**src/rtl/leg4_pkg.sv**
```systemverilog
// Shared constants for the leg4 program loader: frame markers, reply bytes,
// FSM encodings and the 16x oversample divisor helper.
package leg4_pkg;

   localparam logic [7:0] HDR_BYTE = 8'hA5;
   localparam logic [7:0] ACK      = 8'h4B;
   localparam logic [7:0] NAK      = 8'h45;

   typedef enum logic [1:0] {
      L_IDLE = 2'd0,
      L_DATA = 2'd1,
      L_CSUM = 2'd2
   } load_state_t;

   typedef enum logic [1:0] {
      R_IDLE  = 2'd0,
      R_START = 2'd1,
      R_DATA  = 2'd2,
      R_STOP  = 2'd3
   } rx_state_t;

   // round(clk_hz / (baud * 16)), never below 1
   function automatic int unsigned baud_div(input int unsigned clk_hz,
                                            input int unsigned baud);
      int unsigned d;
      d = (clk_hz + baud * 8) / (baud * 16);
      return (d == 0) ? 1 : d;
   endfunction

endpackage

```
**src/rtl/leg4_uart_rx.sv**
```systemverilog
// 8N1 UART receiver with 2-flop synchronizer and 16x oversampling.
// Emits a 1-cycle byte_valid pulse on a good stop bit, frame_err on a low one.
module leg4_uart_rx
   import leg4_pkg::*;
#(
   parameter int unsigned DIV = 78
) (
   input  logic       clk,
   input  logic       nrst,
   input  logic       rx,
   output logic       byte_valid,
   output logic [7:0] rx_byte,
   output logic       frame_err
);

   localparam int DIV_W = (DIV > 1) ? $clog2(DIV) : 1;
   localparam logic [DIV_W-1:0] DIV_LAST = DIV_W'(DIV - 1);

   logic             rx_s1;
   logic             rx_s2;
   logic             rx_d;
   logic [DIV_W-1:0] div_cnt;
   logic             tick;
   logic [3:0]       tick_cnt;
   logic [2:0]       bit_cnt;
   logic [7:0]       shift;
   rx_state_t        state;

   assign tick    = (div_cnt == DIV_LAST);
   assign rx_byte = shift;

   always_ff @(posedge clk or negedge nrst) begin
      if (!nrst) begin
         rx_s1 <= 1'b1;
         rx_s2 <= 1'b1;
         rx_d  <= 1'b1;
      end else begin
         rx_s1 <= rx;
         rx_s2 <= rx_s1;
         rx_d  <= rx_s2;
      end
   end

   // Divider is held at zero while idle so tick phase lines up with the start edge
   always_ff @(posedge clk or negedge nrst) begin
      if (!nrst) begin
         div_cnt <= '0;
      end else if (state == R_IDLE || tick) begin
         div_cnt <= '0;
      end else begin
         div_cnt <= div_cnt + DIV_W'(1);
      end
   end

   always_ff @(posedge clk or negedge nrst) begin
      if (!nrst) begin
         state      <= R_IDLE;
         tick_cnt   <= 4'd0;
         bit_cnt    <= 3'd0;
         shift      <= 8'h00;
         byte_valid <= 1'b0;
         frame_err  <= 1'b0;
      end else begin
         byte_valid <= 1'b0;
         frame_err  <= 1'b0;
         case (state)
            R_IDLE: begin
               if (rx_d && !rx_s2) begin
                  state    <= R_START;
                  tick_cnt <= 4'd0;
               end
            end
            R_START: begin
               if (tick) begin
                  if (tick_cnt == 4'd7) begin
                     // A line already back high mid-start is a glitch, not a byte
                     if (rx_s2) begin
                        state <= R_IDLE;
                     end else begin
                        state    <= R_DATA;
                        tick_cnt <= 4'd0;
                        bit_cnt  <= 3'd0;
                     end
                  end else begin
                     tick_cnt <= tick_cnt + 4'd1;
                  end
               end
            end
            R_DATA: begin
               if (tick) begin
                  if (tick_cnt == 4'd15) begin
                     tick_cnt <= 4'd0;
                     shift    <= {rx_s2, shift[7:1]};
                     if (bit_cnt == 3'd7) begin
                        state <= R_STOP;
                     end else begin
                        bit_cnt <= bit_cnt + 3'd1;
                     end
                  end else begin
                     tick_cnt <= tick_cnt + 4'd1;
                  end
               end
            end
            R_STOP: begin
               if (tick) begin
                  if (tick_cnt == 4'd15) begin
                     state <= R_IDLE;
                     if (rx_s2) begin
                        byte_valid <= 1'b1;
                     end else begin
                        frame_err <= 1'b1;
                     end
                  end else begin
                     tick_cnt <= tick_cnt + 4'd1;
                  end
               end
            end
            default: state <= R_IDLE;
         endcase
      end
   end

endmodule

```
**src/rtl/leg4_prog_loader.sv**
```systemverilog
// UART program loader and writable 16x8 program memory for the leg4 CPU.
// Optional byte echo and K/E reply on tx when LEG4_LOADER_ECHO_EN is defined.
module leg4_prog_loader
   import leg4_pkg::*;
#(
   parameter int unsigned CLK_HZ      = 12000000,
   parameter int unsigned BAUD        = 9600,
   parameter int unsigned TIMEOUT_CYC = 12000000,
   parameter logic [7:0]  HDR_BYTE    = leg4_pkg::HDR_BYTE
) (
   input  logic       clk,
   input  logic       nrst,
   input  logic       rx,
   input  logic [3:0] address,
   output logic [7:0] rom_out,
   output logic       cpu_hold,
   output logic       done,
   output logic       err
`ifdef LEG4_LOADER_ECHO_EN
   ,
   output logic       tx
`endif
);

   localparam int unsigned DIV = baud_div(CLK_HZ, BAUD);
   localparam int TMO_W = (TIMEOUT_CYC > 2) ? $clog2(TIMEOUT_CYC) : 1;
   localparam logic [TMO_W-1:0] TMO_LAST = TMO_W'(TIMEOUT_CYC - 1);

   logic              byte_valid;
   logic [7:0]        rx_byte;
   logic              frame_err;
   logic [7:0]        mem [16];
   logic [3:0]        cnt;
   logic [7:0]        sum;
   logic [TMO_W-1:0]  tmo;
   load_state_t       state;

   leg4_uart_rx #(.DIV(DIV)) u_rx (
      .clk        (clk),
      .nrst       (nrst),
      .rx         (rx),
      .byte_valid (byte_valid),
      .rx_byte    (rx_byte),
      .frame_err  (frame_err)
   );

   // Registered write: a same-cycle read of the written slot sees the old byte
   assign rom_out = mem[address];

   always_ff @(posedge clk or negedge nrst) begin
      if (!nrst) begin
         state    <= L_IDLE;
         cpu_hold <= 1'b0;
         done     <= 1'b0;
         err      <= 1'b0;
         cnt      <= 4'd0;
         sum      <= 8'h00;
         tmo      <= '0;
         for (int i = 0; i < 16; i++) begin
            mem[i] <= 8'h00;
         end
      end else begin
         case (state)
            L_IDLE: begin
               if (byte_valid && rx_byte == HDR_BYTE) begin
                  state    <= L_DATA;
                  cpu_hold <= 1'b1;
                  done     <= 1'b0;
                  err      <= 1'b0;
                  cnt      <= 4'd0;
                  sum      <= 8'h00;
                  tmo      <= '0;
               end
            end
            L_DATA: begin
               if (byte_valid) begin
                  mem[cnt] <= rx_byte;
                  sum      <= sum + rx_byte;
                  cnt      <= cnt + 4'd1;
                  tmo      <= '0;
                  if (cnt == 4'd15) begin
                     state <= L_CSUM;
                  end
               end else if (frame_err || tmo == TMO_LAST) begin
                  state    <= L_IDLE;
                  cpu_hold <= 1'b0;
                  err      <= 1'b1;
               end else begin
                  tmo <= tmo + TMO_W'(1);
               end
            end
            L_CSUM: begin
               if (byte_valid) begin
                  state    <= L_IDLE;
                  cpu_hold <= 1'b0;
                  if (rx_byte == sum) begin
                     done <= 1'b1;
                  end else begin
                     err <= 1'b1;
                  end
               end else if (frame_err || tmo == TMO_LAST) begin
                  state    <= L_IDLE;
                  cpu_hold <= 1'b0;
                  err      <= 1'b1;
               end else begin
                  tmo <= tmo + TMO_W'(1);
               end
            end
            default: state <= L_IDLE;
         endcase
      end
   end

`ifdef LEG4_LOADER_ECHO_EN
   localparam int unsigned BIT_CYC = DIV * 16;
   localparam int BIT_W = $clog2(BIT_CYC);
   localparam logic [BIT_W-1:0] BIT_LAST = BIT_W'(BIT_CYC - 1);

   logic             tx_busy;
   logic [8:0]       tx_sh;
   logic [3:0]       tx_bit;
   logic [BIT_W-1:0] tx_cnt;
   logic             hold_valid;
   logic [7:0]       hold_byte;
   logic             resp_valid;
   logic [7:0]       resp_byte;
   logic             csum_event;

   assign csum_event = (state == L_CSUM) && byte_valid;

   // Echoes take priority; the K/E reply waits until they have drained
   always_ff @(posedge clk or negedge nrst) begin
      if (!nrst) begin
         tx         <= 1'b1;
         tx_busy    <= 1'b0;
         tx_sh      <= 9'h1FF;
         tx_bit     <= 4'd0;
         tx_cnt     <= '0;
         hold_valid <= 1'b0;
         hold_byte  <= 8'h00;
         resp_valid <= 1'b0;
         resp_byte  <= 8'h00;
      end else begin
         if (csum_event) begin
            resp_valid <= 1'b1;
            resp_byte  <= (rx_byte == sum) ? ACK : NAK;
         end
         if (tx_busy) begin
            if (tx_cnt == BIT_LAST) begin
               tx_cnt <= '0;
               if (tx_bit == 4'd9) begin
                  tx_busy <= 1'b0;
                  tx      <= 1'b1;
               end else begin
                  tx_bit <= tx_bit + 4'd1;
                  tx     <= tx_sh[0];
                  tx_sh  <= {1'b1, tx_sh[8:1]};
               end
            end else begin
               tx_cnt <= tx_cnt + BIT_W'(1);
            end
            if (byte_valid && !hold_valid) begin
               hold_valid <= 1'b1;
               hold_byte  <= rx_byte;
            end
         end else if (hold_valid) begin
            tx_busy <= 1'b1;
            tx      <= 1'b0;
            tx_sh   <= {1'b1, hold_byte};
            tx_bit  <= 4'd0;
            tx_cnt  <= '0;
            if (byte_valid) begin
               hold_byte <= rx_byte;
            end else begin
               hold_valid <= 1'b0;
            end
         end else if (byte_valid) begin
            tx_busy <= 1'b1;
            tx      <= 1'b0;
            tx_sh   <= {1'b1, rx_byte};
            tx_bit  <= 4'd0;
            tx_cnt  <= '0;
         end else if (resp_valid) begin
            tx_busy    <= 1'b1;
            tx         <= 1'b0;
            tx_sh      <= {1'b1, resp_byte};
            tx_bit     <= 4'd0;
            tx_cnt     <= '0;
            resp_valid <= 1'b0;
         end
      end
   end
`endif

endmodule

```
**config.mk**
```make
export PLATFORM = sky130hd
export DESIGN_NAME = leg4_prog_loader
export DESIGN_NICKNAME = d
export VERILOG_FILES = /design/src/rtl/leg4_pkg.sv /design/src/rtl/leg4_uart_rx.sv /design/src/rtl/leg4_prog_loader.sv
export SDC_FILE = /design/constraint.sdc
export NUM_CORES = 1
export LEC_CHECK = 0
export ABC_AREA = 1
export CAP_MARGIN = 20
export CORE_ASPECT_RATIO = 2
export CORE_MARGIN = 2
export CORE_UTILIZATION = 63
export DETAILED_ROUTE_END_ITERATION = 7
export PLACE_DENSITY = 0.86
export SYNTH_ARGS = -nofsm -noshare
export SYNTH_HDL_FRONTEND = slang
export SYNTH_SLANG_ARGS = --single-unit
```
**constraint.sdc**
```tcl
create_clock -name clk -period 2.4 [get_ports clk]
set_clock_uncertainty 0.2 [all_clocks]
set_input_delay 0.48 -clock clk [delete_from_list [all_inputs] [get_ports clk]]
set_output_delay 0.48 -clock clk [all_outputs]
set_load 0.01 [all_outputs]
```
# Yosys cells after proc, flatten, opt, wreduce, memory -nomap -nowiden
# Cells that the tools add are included.
dict set report classes {
  n_mux 72
  add_sub_neg 6
  order_cmp 3
  n_eq_ne 33
  multipliers 0
  bitwise_logic 2
  n_div 0
  reduce_logical 23
  shift 0
}
# cell count
set op_table {}
lappend op_table {{128-bit bitwise mux} 1}
lappend op_table {{24-bit 2-to-1 mux} 4}
lappend op_table {{24-bit one-hot mux with 3 select lines} 1}
lappend op_table {{4-bit 2-to-1 mux} 10}
lappend op_table {{8-bit 2-to-1 mux} 5}
lappend op_table {{8-bit binary-select mux with 4-bit select} 1}
lappend op_table {{8-bit demux with 4-bit select} 1}
lappend op_table {{2-bit 2-to-1 mux} 14}
lappend op_table {{24-bit by 1-bit adder with 24-bit output (second input constant)} 1}
lappend op_table {{24-bit equality test (second input constant)} 1}
lappend op_table {{1-bit 2-to-1 mux} 19}
lappend op_table {{3-bit 2-to-1 mux} 6}
lappend op_table {{2-bit by 1-bit inequality test with 1-bit output (second input constant)} 9}
lappend op_table {{2-bit inequality test (second input constant)} 8}
lappend op_table {{4-bit one-hot mux with 4 select lines} 1}
lappend op_table {{8-bit one-hot mux with 2 select lines} 1}
lappend op_table {{3-bit AND reduction} 4}
lappend op_table {{5-bit greater-or-equal comparator (second input constant)} 2}
lappend op_table {{4-bit NOT with 5-bit output} 2}
lappend op_table {{3-bit inequality test (second input constant)} 3}
lappend op_table {{4-bit by 1-bit adder with 4-bit output (second input constant)} 2}
lappend op_table {{8-bit adder} 1}
lappend op_table {{4-bit equality test (second input constant)} 2}
lappend op_table {{8-bit equality test} 1}
lappend op_table {{27 further kinds} 39}
dict set report totals {
  ram_bits 0
  mem_count 0
  rom_bits 0
  regBits 198
  out_inout_bits 11
  inputBits 7
  latchBits 0
  elab_cells 172
}

# Longest topological paths before layout
dict set report logic_depth {
  word_depth 6
  depth_mapped 12
}

# Hierarchy
# From an unflattened synthesis, not the netlist that was laid out.
dict set report hier_totals {
  hier_cells 1208
  area_unflattened_um2 9933.3
}
# mod area_each_um2 cells_per_inst instances seq_area_each_um2
set modules_own_cells {}
lappend modules_own_cells {leg4_prog_loader 8514.4 1048 1 4229.1}
lappend modules_own_cells {leg4_uart_rx 1418.9 160 1 729.4}

# Worst setup path before layout
# OpenSTA, ideal clock, no wires.
dict set report synth_timing {
  path_type {input to output}
  start {input port address[0]}
  end {output port rom_out[5]}
  t_arrival_ns 1.530
  setup_slack_ns 0.190
  n_path_buf 3
  stages 7
  t_required_ns 1.720
  path_cell_list {buf_2 > buf_4 > buf_2 > mux2i_1 > o211ai_1 > o211ai_1 > nand2_1}
}
dict set report synth_via {
  elab_chain_cells 4
}
# item line
set synth_rtl {}
lappend synth_rtl {{from (decl)} leg4_prog_loader.sv:14} ;# input logic [3:0] address,
lappend synth_rtl {{4-bit NOT with 5-bit output (not written as such)} leg4_prog_loader.sv:48} ;# assign rom_out = mem[address];
lappend synth_rtl {{8-bit binary-select mux with 4-bit select} leg4_prog_loader.sv:48}
lappend synth_rtl {{8-bit 2-to-1 mux (not written as such) (2 in a row)} leg4_prog_loader.sv:48}
lappend synth_rtl {{to (decl)} leg4_prog_loader.sv:15} ;# output logic [7:0] rom_out,
# No other way between the ends. The select of a mux whose other input is x is not followed.

# Worst setup path after layout
dict set report layout_timing {
  start {input port address[0]}
  end {output port rom_out[4]}
}
# The elaborated chain is that of the path after synthesis.

==> impl_metrics.csv <==
group,metric,value,unit
cts,clkLatencyLatePin,0.44,ns
critical_path,crit_path_start,"address[0]",
timing,slew_headroom,0.496,
detailed_routing,drtAntennaViolNets,0,
power,power.density,613,nW/um^2
critical_path,slowest_delay,0.21,ns
detailed_routing,vias,8748,
status,status,"finished clean",
yosys,synth_top_family_by_area,"simple AND/OR/NAND/NOR gates",
finish,syn2layout_area_growth,15.0,%
finish,drive_gt1_frac,0.114,
cts,path_clk_slew,0.07,ns
finish,fin_nets,1278,
critical_path,worstReg2RegStart,"state[1]",
global_route,grtUsageTotal,0.337,
yosys,yosys_warnings,0,
power,p_leak,5.27,nW
finish,fillers,1103,
critical_path,ff2ff_setup_slack,0.10,ns
detailed_routing,drt-wirelength-per-cell,18.4,microns
finish,layout_commonest_cell,"nand2_1",
power,p_sw,1.85,mW
critical_path,worstSetupPathType,"in2out",
timing,finalHoldViolCount,0,
power,finalPower,6.98,mW
placed_design,pre_cts_slack,-0.690,ns
placed_design,gp_congestion,1.00,
global_route,grt_pass1_vias,9080,
timing,max_freq,421,MHz
global_route,antenna_found_initial,0,
yosys,syn_nets,1227,
finish,fin_util,0.741,
detailed_routing,drc,0,
cts,numCtsBuffers,17,
floorplanning,rows,64,
global_route,grt_overflow,0,
worst_hold_path,hold_path.class,"reg2reg",
floorplanning,dieArea,16800,sq um
yosys,ys_types,45,
yosys,syn_inst,1198,
critical_path,cp_slowest_cell,"clkdlybuf4s15_2",
timing,slew_violations,0,
critical_path,path_max_fanout,7,
critical_path,worst_ep_arrival_time,1.70,ns
power,seqPwrFrac,0.499,
cts,cts_tree,"yes",
yosys,synth_flop_cell,"dfrtp_1",
floorplanning,die_y,181,microns
detailed_routing,drtIter0Drc,673,
finish,final_cell_mix,"nand2_1, o21ai_0, dfrtp_1",
yosys,syn_avg_cell_area,8.27,sq um
yosys,synth_compound_area_frac,0.173,
timing,tightest_slew,0.755,ns
yosys,synth_xor_area_frac,0.00884,
yosys,synthSimpleGateAreaFrac,0.193,
cts,cts_root_buf,"clkbuf_16",
yosys,ys_seq_area_frac,0.500,
run,cap_violations,0,
cts,htree_levels,4,
critical_path,path_cells,"buf_12 -> buf_16 -> buf_4 -> mux2i_1 -> buf_4 -> o211ai_1 -> o211ai_1 -> nand2_1 -> clkdlybuf4s15_2",
timing,finalSetupViolCount,0,
finish,diodes,0,
detailed_routing,routed_via_density,5.99,
yosys,syn_area,9910,sq um
yosys,postSynth.asyncResetShare,1.00,
global_route,grt_pass1_wl,44100,microns
yosys,ys_ff_latch,198,
yosys,muxShareOfSynthArea,0.0323,
critical_path,worst_r2r_path_depth,7,
detailed_routing,drt_pass1_iterations,6,
critical_path,cp-end-kind,"output port",
yosys,synthAdderAreaFrac,0.0285,
floorplanning,dieWidth,92.7,microns
timing,fin_crit,2.38,ns
critical_path,startpoint_type,"input pin",
power,pwr-share-comb,0.100,
floorplanning,start_util,0.645,
power,power.share.switching,0.264,
detailed_routing,routed_wl,26900,microns
yosys,synth_edf_count,0,
floorplanning,core_area,15400,sq um
placed_design,numPortBuffers,17,
timing,worst_slack,0.0234,ns
power,intPower,5.14,mW
critical_path,r2r_end,"mem[28]",
critical_path,cp-endpoint,"rom_out[4]",
global_route,grt_max_degree,61,
power,p_clk_frac,0.402,
power,vdd_drop_max,0.483,mV
timing,post-route-period-util,0.990,
critical_path,cp.required,1.72,ns
cts,cts_buffer_depth,2,
placed_design,place_hpwl,18200,microns
timing,rsz0062_at_grt,"yes",
floorplanning,ioPinCount,18,
cts,clock-sinks,198,
power groups by stage:
stage                     clock (mW)  sequential, mW  combinational, mW
after floorplan                    0            3.53              0.409
after global placement             0            3.54              0.631
after detailed placement           0            3.55              0.653
after CTS                       2.84            3.48              0.693
after global routing            2.96            3.50              0.781
final                           2.81            3.48              0.695
how the worst min path moves through the flow:
stage                           from  cells past startpoint         end
after detailed placement  u_rx.rx_s1                      0  u_rx.rx_s2
final                     u_rx.rx_s1                      0  u_rx.rx_s2
after CTS                 u_rx.rx_s1                      0  u_rx.rx_s2
after global routing      u_rx.rx_s1                      0  u_rx.rx_s2
after global placement    u_rx.rx_s1                      0  u_rx.rx_s2
after floorplan                 nrst                      0   async pin
critical path, delay by kind of cell:
kind / cells / cell delay, ns
mux: 1 / 0.11
compound gates: 2 / 0.28
simple gates: 1 / 0.07
buf+inv: 5 / 0.76
final cells by class:
class                   count  area (sq um)  area share
well taps                 198           248      0.0217
inverters                 112           422      0.0370
clock buffers              18           429      0.0376
multi-input cells         837          4380       0.385
clock inverters            14           144      0.0126
flip-flops and latches    198          4960       0.435
repair buffers             82           811      0.0711
repair inverters            1          3.75    0.000329
Yosys cell counts, types with 2 or more instances:
cell type  count  area share
a21oi_1       60       0.030
a31oi_1        2      0.0013
and3_1         2      0.0013
buf_2          5      0.0025
buf_6          2      0.0023
clkbuf_1      43       0.016
dfrtp_1      195        0.49
dfstp_2        3      0.0080
ha_1          21       0.027
inv_1        109       0.041
inv_2          2     0.00076
mux2i_1       32       0.032
nand2_1      288        0.11
nand3_1       36       0.018
nand3_4        2      0.0035
nand4_1       13      0.0082
nor2_1        89       0.034
nor2_2         2      0.0013
nor3_1         9      0.0045
nor3b_1        3      0.0023
nor4_1         2      0.0013
o211ai_1      33       0.025
o21ai_0      210        0.11
o21ai_1        3      0.0015
o21bai_1       2      0.0015
o31ai_1        2      0.0015
or2_2          2      0.0013
xnor2_1        4      0.0035
xor2_1         6      0.0053
timing repair:
action	in CTS	in global routing
setup buffers	11	1
pin swaps	1	7
setup endpoints to repair	8	51
gates cloned	3	0
resized for setup	49	24
endpoints found under the hold margin	54	0
hold buffers	1	0
stage by stage:
step           TNS [ns]  std cells  hold slack, ns  cell area [sq um]
2_1_floorplan         0       1198         -0.0156               9910
3_3_place_gp      -4.56       1412           0.145              10600
3_5_place_dp      -4.87       1412           0.147              10600
4_1_cts               0       1459           0.158              11400
5_1_grt           -1.44       1460           0.166              11400
6_report              0       1460           0.158              11400
layer usage:
metal,GRT usage,vias to the layer above,share of wire
met4,0.249,0,0.081
met1,0.352,4179,0.35
li1,-,4087,-
met3,0.0631,131,0.046
met2,0.589,351,0.53
met5,0,-,0
kinds of logic after synthesis:
family | Yosys count
AND/OR/NAND/NOR | 455
multiplexers | 32
XOR/XNOR | 10
adder cells (fa/ha/maj) | 22
AO/OA/AOI/OAI | 318
buffers and inverters | 163
flip-flops | 198
flip-flops by register name (all words and copies together) (netlist names), named ones only:
register         count
cpu_hold             1
u_rx.state           1
u_rx.rx_byte         8
u_rx.div_cnt         7
sum                  8
tmo                 24
u_rx.rx_d            1
u_rx.bit_cnt         3
mem                128
done                 1
u_rx.rx_s2           1
err                  1
state                2
cnt                  4
u_rx.byte_valid      1
u_rx.tick_cnt        4
u_rx.rx_s1           1
u_rx.frame_err       1
Power figures use the tool's default switching activity.
